--- config.mk ---
export PLATFORM = sky130hd
export DESIGN_NAME = polyunit_loader_flat
export DESIGN_NICKNAME = d
export VERILOG_FILES = /design/src/rtl/polyunit_loader_if.sv /design/src/rtl/polyunit_loader.sv /design/src/flat_wrapper.sv
export SDC_FILE = /design/constraint.sdc
export NUM_CORES = 2
export LEC_CHECK = 0
export CELL_PAD_IN_SITES_DETAIL_PLACEMENT = 0
export CELL_PAD_IN_SITES_GLOBAL_PLACEMENT = 1
export CORE_ASPECT_RATIO = 0.9
export CORE_MARGIN = 2
export CORE_UTILIZATION = 40
export DETAILED_ROUTE_END_ITERATION = 16
export PLACE_DENSITY = 0.59
export RECOVER_POWER = 50
export SLEW_MARGIN = 10
export SYNTH_ARGS = -nofsm -noshare
export SYNTH_HDL_FRONTEND = slang
export SYNTH_SLANG_ARGS = --single-unit
--- constraint.sdc ---
create_clock -name clk -period 11.1 [get_ports clk]
set_clock_uncertainty 0.1 [all_clocks]
set_input_delay 2.22 -clock clk [delete_from_list [all_inputs] [get_ports clk]]
set_output_delay 2.22 -clock clk [all_outputs]
set_load 0.1 [all_outputs]
--- src/rtl/polyunit_loader_if.sv ---
// Bundle for the loader: coefficient stream on one side, core data/strobe port on the other.
// The loader connects through the slave modport; the environment or bench uses master.
interface polyunit_loader_if #(
  parameter int WID = 12,
  parameter int AW  = 5
);
  logic [WID-1:0]   coef_in;
  logic             coef_valid;
  logic             coef_ready;
  logic             op_intt;
  logic [4*WID-1:0] data_in;
  logic [AW-1:0]    data_in_add;
  logic             data_in_done;
  logic [1:0]       mode;
  logic             run;
  logic             core_done;

  modport master (
    output coef_in, coef_valid, op_intt, core_done,
    input  coef_ready, data_in, data_in_add, data_in_done, mode, run
  );

  modport slave (
    input  coef_in, coef_valid, op_intt, core_done,
    output coef_ready, data_in, data_in_add, data_in_done, mode, run
  );
endinterface

--- src/rtl/polyunit_loader.sv ---
// Sequencer in front of polyunit_core2: collects and reduces one polynomial, bursts it into
// the core, launches NTT/INTT and waits for the core to report completion.
//
// state      | meaning
// S_FILL     | accept coefficients, reduce mod Q, store into the local buffer
// S_LOAD_RUN | run pulse with mode DATAIN
// S_BURST    | one packed word per cycle to the core, address 0..NWORDS-1
// S_DIN_DONE | data_in_done pulse, data bus holds the last word
// S_GAP_WAIT | idle GAP cycles, all strobes low
// S_OP_RUN   | run pulse with mode NTT or INTT
// S_OP_WAIT  | hold mode until core_done
// S_FINISH   | done pulse, then back to S_FILL
module polyunit_loader #(
  parameter int WID    = 12,
  parameter int Q      = 3329,
  parameter int NWORDS = 32,
  parameter int GAP    = 16
) (
  input  logic                    clk,
  input  logic                    rst,
  polyunit_loader_if.slave        bus,
  output logic                    busy,
  output logic                    done
);
  localparam int NCOEF = 4 * NWORDS;
  localparam int AW    = $clog2(NWORDS);
  localparam int CW    = AW + 2;
  localparam int GW    = $clog2(GAP + 1);

  localparam logic [1:0] MODE_NTT    = 2'd0;
  localparam logic [1:0] MODE_DATAIN = 2'd2;

  typedef enum logic [2:0] {
    S_FILL,
    S_LOAD_RUN,
    S_BURST,
    S_DIN_DONE,
    S_GAP_WAIT,
    S_OP_RUN,
    S_OP_WAIT,
    S_FINISH
  } state_t;

  state_t state, state_nxt;

  logic [WID-1:0]   mem [NCOEF];
  logic [CW-1:0]    cnt;
  logic             op_latch;
  logic [4*WID-1:0] word_q;
  logic [AW-1:0]    add_q;
  logic [GW-1:0]    gap_cnt;

  logic             accept;
  logic             last_coef;
  logic             last_word;
  logic [WID-1:0]   coef_red;
  logic [AW-1:0]    rd_add;
  logic [4*WID-1:0] rd_word;

  logic             ready_c;
  logic             run_c;
  logic [1:0]       mode_c;
  logic             din_done_c;
  logic             done_c;

  // Inputs stay below 2Q, so a single conditional subtract is a full reduction.
  always_comb begin
    coef_red = bus.coef_in;
    if (bus.coef_in >= WID'(Q))
      coef_red = bus.coef_in - WID'(Q);
  end

  assign accept    = bus.coef_valid & ready_c;
  assign last_coef = (cnt == CW'(NCOEF - 1));
  assign last_word = (add_q == AW'(NWORDS - 1));

  // The burst word is registered one cycle ahead, so LOAD_RUN prefetches word 0.
  assign rd_add = (state == S_LOAD_RUN) ? '0 : add_q + AW'(1);

  always_comb begin
    rd_word = '0;
    for (int k = 0; k < 4; k++)
      rd_word[k*WID +: WID] = mem[{rd_add, 2'(k)}];
  end

  always_ff @(posedge clk) begin
    if (state == S_FILL && accept)
      mem[cnt] <= coef_red;
  end

  always_ff @(posedge clk) begin
    if (rst)
      state <= S_FILL;
    else
      state <= state_nxt;
  end

  always_ff @(posedge clk) begin
    if (rst) begin
      cnt      <= '0;
      op_latch <= 1'b0;
      word_q   <= '0;
      add_q    <= '0;
      gap_cnt  <= '0;
    end else begin
      case (state)
        S_FILL: begin
          if (accept) begin
            if (last_coef) begin
              cnt      <= '0;
              op_latch <= bus.op_intt;
            end else begin
              cnt <= cnt + CW'(1);
            end
          end
        end
        S_LOAD_RUN: begin
          word_q <= rd_word;
          add_q  <= rd_add;
        end
        S_BURST: begin
          if (!last_word) begin
            word_q <= rd_word;
            add_q  <= rd_add;
          end
        end
        S_DIN_DONE: gap_cnt <= GW'(GAP - 1);
        S_GAP_WAIT: begin
          if (gap_cnt != '0)
            gap_cnt <= gap_cnt - GW'(1);
        end
        default: ;
      endcase
    end
  end

  always_comb begin
    state_nxt  = state;
    ready_c    = 1'b0;
    run_c      = 1'b0;
    mode_c     = MODE_NTT;
    din_done_c = 1'b0;
    done_c     = 1'b0;
    case (state)
      S_FILL: begin
        ready_c = 1'b1;
        if (accept && last_coef)
          state_nxt = S_LOAD_RUN;
      end
      S_LOAD_RUN: begin
        run_c     = 1'b1;
        mode_c    = MODE_DATAIN;
        state_nxt = S_BURST;
      end
      S_BURST: begin
        if (last_word)
          state_nxt = S_DIN_DONE;
      end
      S_DIN_DONE: begin
        din_done_c = 1'b1;
        state_nxt  = S_GAP_WAIT;
      end
      S_GAP_WAIT: begin
        if (gap_cnt == '0)
          state_nxt = S_OP_RUN;
      end
      S_OP_RUN: begin
        run_c     = 1'b1;
        mode_c    = {1'b0, op_latch};
        state_nxt = S_OP_WAIT;
      end
      S_OP_WAIT: begin
        mode_c = {1'b0, op_latch};
        if (bus.core_done)
          state_nxt = S_FINISH;
      end
      S_FINISH: begin
        done_c    = 1'b1;
        state_nxt = S_FILL;
      end
      default: state_nxt = S_FILL;
    endcase
  end

  assign bus.coef_ready   = ready_c;
  assign bus.run          = run_c;
  assign bus.mode         = mode_c;
  assign bus.data_in_done = din_done_c;
  assign bus.data_in      = word_q;
  assign bus.data_in_add  = add_q;
  assign busy             = (state != S_FILL);
  assign done             = done_c;

endmodule

--- src/flat_wrapper.sv ---
// flat-port wrapper written by rule: the top's interface ports become plain ports
module polyunit_loader_flat 
#(
  parameter int WID    = 12,
  parameter int Q      = 3329,
  parameter int NWORDS = 32,
  parameter int GAP    = 16
)
  (clk, rst, busy, done, bus_coef_in, bus_coef_valid, bus_op_intt, bus_core_done, bus_coef_ready, bus_data_in, bus_data_in_add, bus_data_in_done, bus_mode, bus_run);
  polyunit_loader_if #(.WID(WID), .AW(5)) bus_i ();
  input  logic clk;
  input  logic rst;
  output logic busy;
  output logic done;
  input wire logic [$bits(bus_i.coef_in)-1:0] bus_coef_in;
  input wire logic [$bits(bus_i.coef_valid)-1:0] bus_coef_valid;
  input wire logic [$bits(bus_i.op_intt)-1:0] bus_op_intt;
  input wire logic [$bits(bus_i.core_done)-1:0] bus_core_done;
  output wire logic [$bits(bus_i.coef_ready)-1:0] bus_coef_ready;
  output wire logic [$bits(bus_i.data_in)-1:0] bus_data_in;
  output wire logic [$bits(bus_i.data_in_add)-1:0] bus_data_in_add;
  output wire logic [$bits(bus_i.data_in_done)-1:0] bus_data_in_done;
  output wire logic [$bits(bus_i.mode)-1:0] bus_mode;
  output wire logic [$bits(bus_i.run)-1:0] bus_run;
  assign bus_i.coef_in = bus_coef_in;
  assign bus_i.coef_valid = bus_coef_valid;
  assign bus_i.op_intt = bus_op_intt;
  assign bus_i.core_done = bus_core_done;
  assign bus_coef_ready = bus_i.coef_ready;
  assign bus_data_in = bus_i.data_in;
  assign bus_data_in_add = bus_i.data_in_add;
  assign bus_data_in_done = bus_i.data_in_done;
  assign bus_mode = bus_i.mode;
  assign bus_run = bus_i.run;
  polyunit_loader #(.WID(WID), .Q(Q), .NWORDS(NWORDS), .GAP(GAP)) u_core (.clk(clk), .rst(rst), .bus(bus_i), .busy(busy), .done(done));
endmodule
; After elaboration in Yosys (flattened, before gate mapping)
; Memories as Yosys holds them, arrays and structs flattened.
; Index checks and enable logic that the tools add are counted.
[op_classes]
addsub = 4
order_cmp = 1
eq_ne = 15
mux = 21
bitwise = 1
reduce_logical = 15
[op_table]
columns = cell, n
row1 = 48-bit case mux with 2 select lines, 1
row2 = 48-bit two-way mux, 1
row3 = 3-bit case mux with 8 select lines, 1
row4 = 5-bit case mux with 2 select lines, 2
row5 = 5-bit two-way mux, 3
row6 = "3-bit equality test, second input constant", 4
row7 = "12-bit >= comparator, second input constant", 1
row8 = 12-bit two-way mux, 1
row9 = 3-bit two-way mux, 4
row10 = "12-bit subtractor, second input constant", 1
row11 = "7-bit by 1-bit adder with 7-bit output, second input constant", 1
row12 = "7-bit equality test, second input constant", 1
row13 = 7-bit two-way mux, 1
row14 = "3-bit by 2-bit equality test with 1-bit output, second input constant", 2
row15 = 1-bit two-way mux, 6
row16 = "2-bit by 1-bit != test with 1-bit output, second input constant", 3
row17 = "2-bit != test, second input constant", 3
row18 = 2-bit AND reduction, 3
row19 = "5-bit by 1-bit adder with 5-bit output, second input constant", 1
row20 = "5-bit equality test, second input constant", 1
row21 = 5-bit zero test, 1
row22 = 5-bit nonzero test, 1
row23 = "5-bit by 1-bit subtractor with 5-bit output, second input constant", 1
row24 = 2-bit case mux with 2 select lines, 1
row25 = other kinds (9), 12
[totals]
ff_bits = 69
ramBits = 1536
output_inout_bits = 60
word_cells = 64
n_memories = 1
[memory_table]
columns = memory, depth, width, rd, rd_clocked_by_memory_dff, write_ports, line_no
row1 = u_core.mem, 128, 12, 4, 0, 1, polyunit_loader.sv:46  ; logic [WID-1:0] mem [NCOEF];

; Depth between registers and ports, before layout
[depth]
depth_word = 6
ltp_mapped = 13
depth_no_buf = 9

; Worst setup path after synthesis
; Ideal clock, no wire load.
[synth_path]
path_type = input -> register
startpoint = input port bus_coef_in[4]
endpoint = memory u_core.mem[0][11], data pin
setup_ns = 1.243
arrival_ns = 8.530
t_required_ns = 9.757
setup_slack_ns = 1.227
stages = 5
n_path_buf = 0
path_cell_list = or3_1 > nor4_1 > o21ai_0 > a21o_1 > a21boi_0
[synth_via]
elab_chain_cells = 2
elab_cells_between_ends = 3
cone_classes = 1 x add/sub / 1 x order compare / 1 x mux
[synth_rtl]
columns = item, line_no
row1 = "start, declared", flat_wrapper.sv:15  ; input wire logic [$bits(bus_i.coef_in)-1:0] bus_coef_in;
row2 = 12-bit subtractor / 12-bit >= comparator (equally long branches), "polyunit_loader.sv:70, polyunit_loader.sv:69"
row3 = 12-bit two-way mux *, polyunit_loader.sv:69  ; if (bus.coef_in >= WID'(Q))
row4 = via u_core.coef_red[11], polyunit_loader.sv:56  ; logic [WID-1:0] coef_red;
row5 = "end, declared", polyunit_loader.sv:46
; The timed path passes the listed nets; every way through them passes the cells marked *.

; Worst setup path after layout
[layout_path]
startpoint = input port bus_coef_in[2]
endpoint = memory u_core.mem[122][11], data pin
; The elaborated chain is that of the path after synthesis.

==> impl_metrics.xml <==
<?xml version="1.0" encoding="UTF-8"?>
<metrics>
  <group name="sta">
    <metric name="setup-violations-final" unit="">0</metric>
    <metric name="setup-tns-final" unit="ns">0</metric>
    <metric name="total_count_of_max_transition_violations_in_the_final_report" unit="">364</metric>
    <metric name="finalCritPeriodShare" unit="%">71.7</metric>
    <metric name="period_needed" unit="ns">7.96</metric>
    <metric name="slew_headroom" unit="%">-171</metric>
    <metric name="whs" unit="ns">0.381</metric>
    <metric name="worst_slew_pin_slew" unit="ns">4.07</metric>
    <metric name="maximum_operating_frequency" unit="MHz">126</metric>
    <metric name="grt_setup_unrepaired" unit="">no</metric>
    <metric name="hold_viol_final" unit="">0</metric>
  </group>
  <group name="logic_synthesis">
    <metric name="synthCells" unit="">3853</metric>
    <metric name="synth_nets" unit="">3876</metric>
    <metric name="number_of_enable_type_register_cells_in_the_synthesized_netlist" unit="">1536</metric>
    <metric name="synth_async_sr_flop_share" unit="%">0</metric>
    <metric name="netlist_area" unit="um2">63400</metric>
    <metric name="synth-main-ff-cell" unit="">sky130_fd_sc_hd__edfxtp_1</metric>
    <metric name="ys_seq_area_share" unit="%">74.9</metric>
    <metric name="syn_area_per_cell" unit="um2">16.5</metric>
    <metric name="yosysWarningCount" unit="">0</metric>
    <metric name="synth.ff_latch_count" unit="">1605</metric>
    <metric name="ys_types" unit="">78</metric>
  </group>
  <group name="setup_path">
    <metric name="worst-endpoint-required" unit="ns">11.50</metric>
    <metric name="startpoint_type" unit="">input pin</metric>
    <metric name="slowest_delay" unit="ns">2.81</metric>
    <metric name="arrival" unit="ns">8.35</metric>
    <metric name="critPathMaxFanout" unit="">72</metric>
    <metric name="cp_cell_sequence" unit="">dlygate4sd3_1 -&gt; or3_1 -&gt; nor4_1 -&gt; o21ai_0 -&gt; a21o_1 -&gt; a21boi_0 -&gt; clkbuf_1 -&gt; buf_4</metric>
    <metric name="critPathCaptureType" unit="">register</metric>
    <metric name="worst-setup-path-type" unit="">input pin to register</metric>
    <metric name="reg2reg_slack" unit="ns">5.42</metric>
    <metric name="crit_path_top_delay_cell" unit="">sky130_fd_sc_hd__clkbuf_1</metric>
  </group>
  <group name="routing">
    <metric name="route.final.wire_length" unit="um">202000</metric>
    <metric name="detail_route.wl_per_cell" unit="um">32.4</metric>
    <metric name="drtPass1Iterations" unit="">6</metric>
    <metric name="drt_iter0_markers" unit="">4142</metric>
    <metric name="vias" unit="">36967</metric>
    <metric name="drt.antenna.violating_nets" unit="">0</metric>
    <metric name="vias_per_inst" unit="">5.93</metric>
    <metric name="drc_violations" unit="">0</metric>
  </group>
  <group name="clock_network">
    <metric name="h_tree_levels" unit="">4</metric>
    <metric name="ctsResizeCount" unit="">0</metric>
    <metric name="holdBufCountCts" unit="">0</metric>
    <metric name="tritoncts" unit="">done</metric>
    <metric name="clock_insertion_delay_at_the_later_pin_of_the_skew_report" unit="ns">0.80</metric>
    <metric name="postCtsSetupRepairBufs" unit="">0</metric>
    <metric name="tritoncts_num_sinks" unit="">1605</metric>
    <metric name="cts_max_path_buffers" unit="">3</metric>
    <metric name="ctsRootBufferMaster" unit="">sky130_fd_sc_hd__clkbuf_16</metric>
    <metric name="num_cts_buffers" unit="">170</metric>
    <metric name="path_clk_slew" unit="ns">0.06</metric>
  </group>
  <group name="cells_and_area">
    <metric name="leading_cell_types_in_the_layout_fill_and_taps_excluded" unit="">sky130_fd_sc_hd__edfxtp_1 (1,536), sky130_fd_sc_hd__nand2_1 (260), sky130_fd_sc_hd__mux2i_1 (211)</metric>
    <metric name="drive_above_1_share" unit="%">12.9</metric>
    <metric name="layout_area_growth_over_synthesis" unit="%">13.8</metric>
    <metric name="net_count_final" unit="">4015</metric>
    <metric name="final_common_cell" unit="">sky130_fd_sc_hd__edfxtp_1</metric>
  </group>
  <group name="power_and_ir_drop">
    <metric name="p_per_area" unit="nW/um2">201</metric>
    <metric name="ir_worst_vdd" unit="V">0.000127</metric>
    <metric name="cellLeakagePower" unit="nW">21.6</metric>
  </group>
  <group name="run_status">
    <metric name="run_status" unit="">finished with violations</metric>
    <metric name="violations" unit="">capacitance limit, slew limit</metric>
  </group>
  <group name="floorplanning">
    <metric name="floorplan.initialDensity" unit="%">40.3</metric>
    <metric name="core-area" unit="um2">157000</metric>
    <metric name="fp.dieH" unit="um">382</metric>
    <metric name="floorplan.die_area" unit="um2">162000</metric>
    <metric name="pin_count" unit="">77</metric>
    <metric name="num_rows" unit="">138</metric>
    <metric name="die-width" unit="um">424</metric>
  </group>
  <group name="global_route">
    <metric name="track_usage" unit="%">24.7</metric>
    <metric name="antenna_violations_before_repair" unit="">14</metric>
    <metric name="grt_first_pass_wirelength" unit="um">282000</metric>
    <metric name="grt_remaining_overflow" unit="">0</metric>
    <metric name="maximum_number_of_pins_on_one_net_before_global_route_repair" unit="">120</metric>
    <metric name="via_count_of_the_first_global_routing_pass" unit="">35708</metric>
  </group>
  <group name="placement">
    <metric name="port-buffer-count" unit="">76</metric>
    <metric name="gp_congestion" unit="">0.806</metric>
    <metric name="dp_hpwl" unit="um">122000</metric>
  </group>
  <group name="flow_run">
    <metric name="max-cap-violations" unit="">21</metric>
  </group>
  <group name="min_path">
    <metric name="hold_path_class" unit="">register to register</metric>
  </group>
</metrics>
==> cells by family (layout without fill, tap and decap cells) <==
logic type | Yosys count | in the layout | synth area share (%)
flops | 1605 | 1605 | 74.9
compound gates | 874 | 874 | 10.1
simple gates | 707 | 707 | 5.14
mux | 345 | 345 | 7.18
buf+inv | 292 | 569 | 2.23
xor+xnor | 24 | 24 | 0.331
fa+ha+maj | 6 | 6 | 0.118
other cells | 0 | 1 | 0
==> metal layers <==
metal / GRT usage [%] / part of all wire [%]
met5: 0 / 0.013
met4: 7.18 / 2.9
met3: 4.14 / 6.8
met2: 39.4 / 47
met1: 34.7 / 43
==> stage by stage <==
stage | utilization, % | area [um2] | power, mW | instances | setup WS (ns)
floorplan | - | 63400 | 8.36 | 3853 | 1.23
global placement | 42.7 | 67200 | 9.15 | 5920 | 3.88
detailed placement | 42.7 | 67200 | 9.16 | 5920 | 3.96
CTS | 46.1 | 72600 | 14.6 | 6230 | 4.80
global route | 45.9 | 72200 | 14.9 | 6230 | 2.76
finish | 45.9 | 72200 | 14.5 | 6231 | 3.14
==> worst paths after layout <==
check,start,end,depth (start not counted)
max reg2reg,u_core.state[0],u_core.bus.data_in[42],9
max,bus_coef_in[2],u_core.mem[122][11],8
min reg2reg,u_core.gap_cnt[4],u_core.gap_cnt[4],1
min,u_core.gap_cnt[4],u_core.gap_cnt[4],1
==> final cells by class <==
cell class	count	area, um2
tap	2100	2630
fill	13673	85100
clock buffer	231	4760
sequential	1605	47500
timing repair buffer	240	1730
inverter	19	76.3
clock inverter	79	611
multi-input combinational	1956	14900
antenna	1	2.50
==> where the power goes <==
part           switching (mW)  total [mW]  internal (mW)  leakage, nW
Sequential              0.101        6.84           6.74         14.2
Combinational            1.59        2.17          0.587         4.75
Clock                    2.34        5.50           3.16         2.64
Total                    4.03        14.5           10.5         21.6
==> registers in the layout (all words and copies together), names as in the netlist <==
register,count
u_core.op_latch,1
u_core.bus.data_in_add,5
u_core.gap_cnt,5
u_core.mem,1536
u_core.cnt,7
u_core.bus.data_in,48
u_core.state,3
==> critical path, delay by kind of cell <==
| family | cells | cell delay, ns |
|---|---|---|
| buf+inv | 3 | 4.33 |
| simple gates | 2 | 0.92 |
| compound gates | 3 | 0.69 |
==> synth_stat cells (70+ instances only) <==
cell / count / area [um2]
sky130_fd_sc_hd__a31oi_1: 70 / 438
sky130_fd_sc_hd__a21oi_1: 112 / 561
sky130_fd_sc_hd__clkbuf_1: 139 / 522
sky130_fd_sc_hd__o21ai_0: 87 / 435
sky130_fd_sc_hd__buf_2: 76 / 380
sky130_fd_sc_hd__o211ai_1: 87 / 653
sky130_fd_sc_hd__mux2i_1: 211 / 2110
sky130_fd_sc_hd__a22oi_1: 115 / 863
sky130_fd_sc_hd__mux4_2: 83 / 1870
sky130_fd_sc_hd__edfxtp_1: 1536 / 46100
sky130_fd_sc_hd__nand2_1: 262 / 983
sky130_fd_sc_hd__a221oi_1: 82 / 718
sky130_fd_sc_hd__nor2_1: 198 / 743
sky130_fd_sc_hd__a211oi_1: 83 / 623
sky130_fd_sc_hd__nor2b_1: 86 / 538
Note: power is estimated with default switching activity, not from simulation.
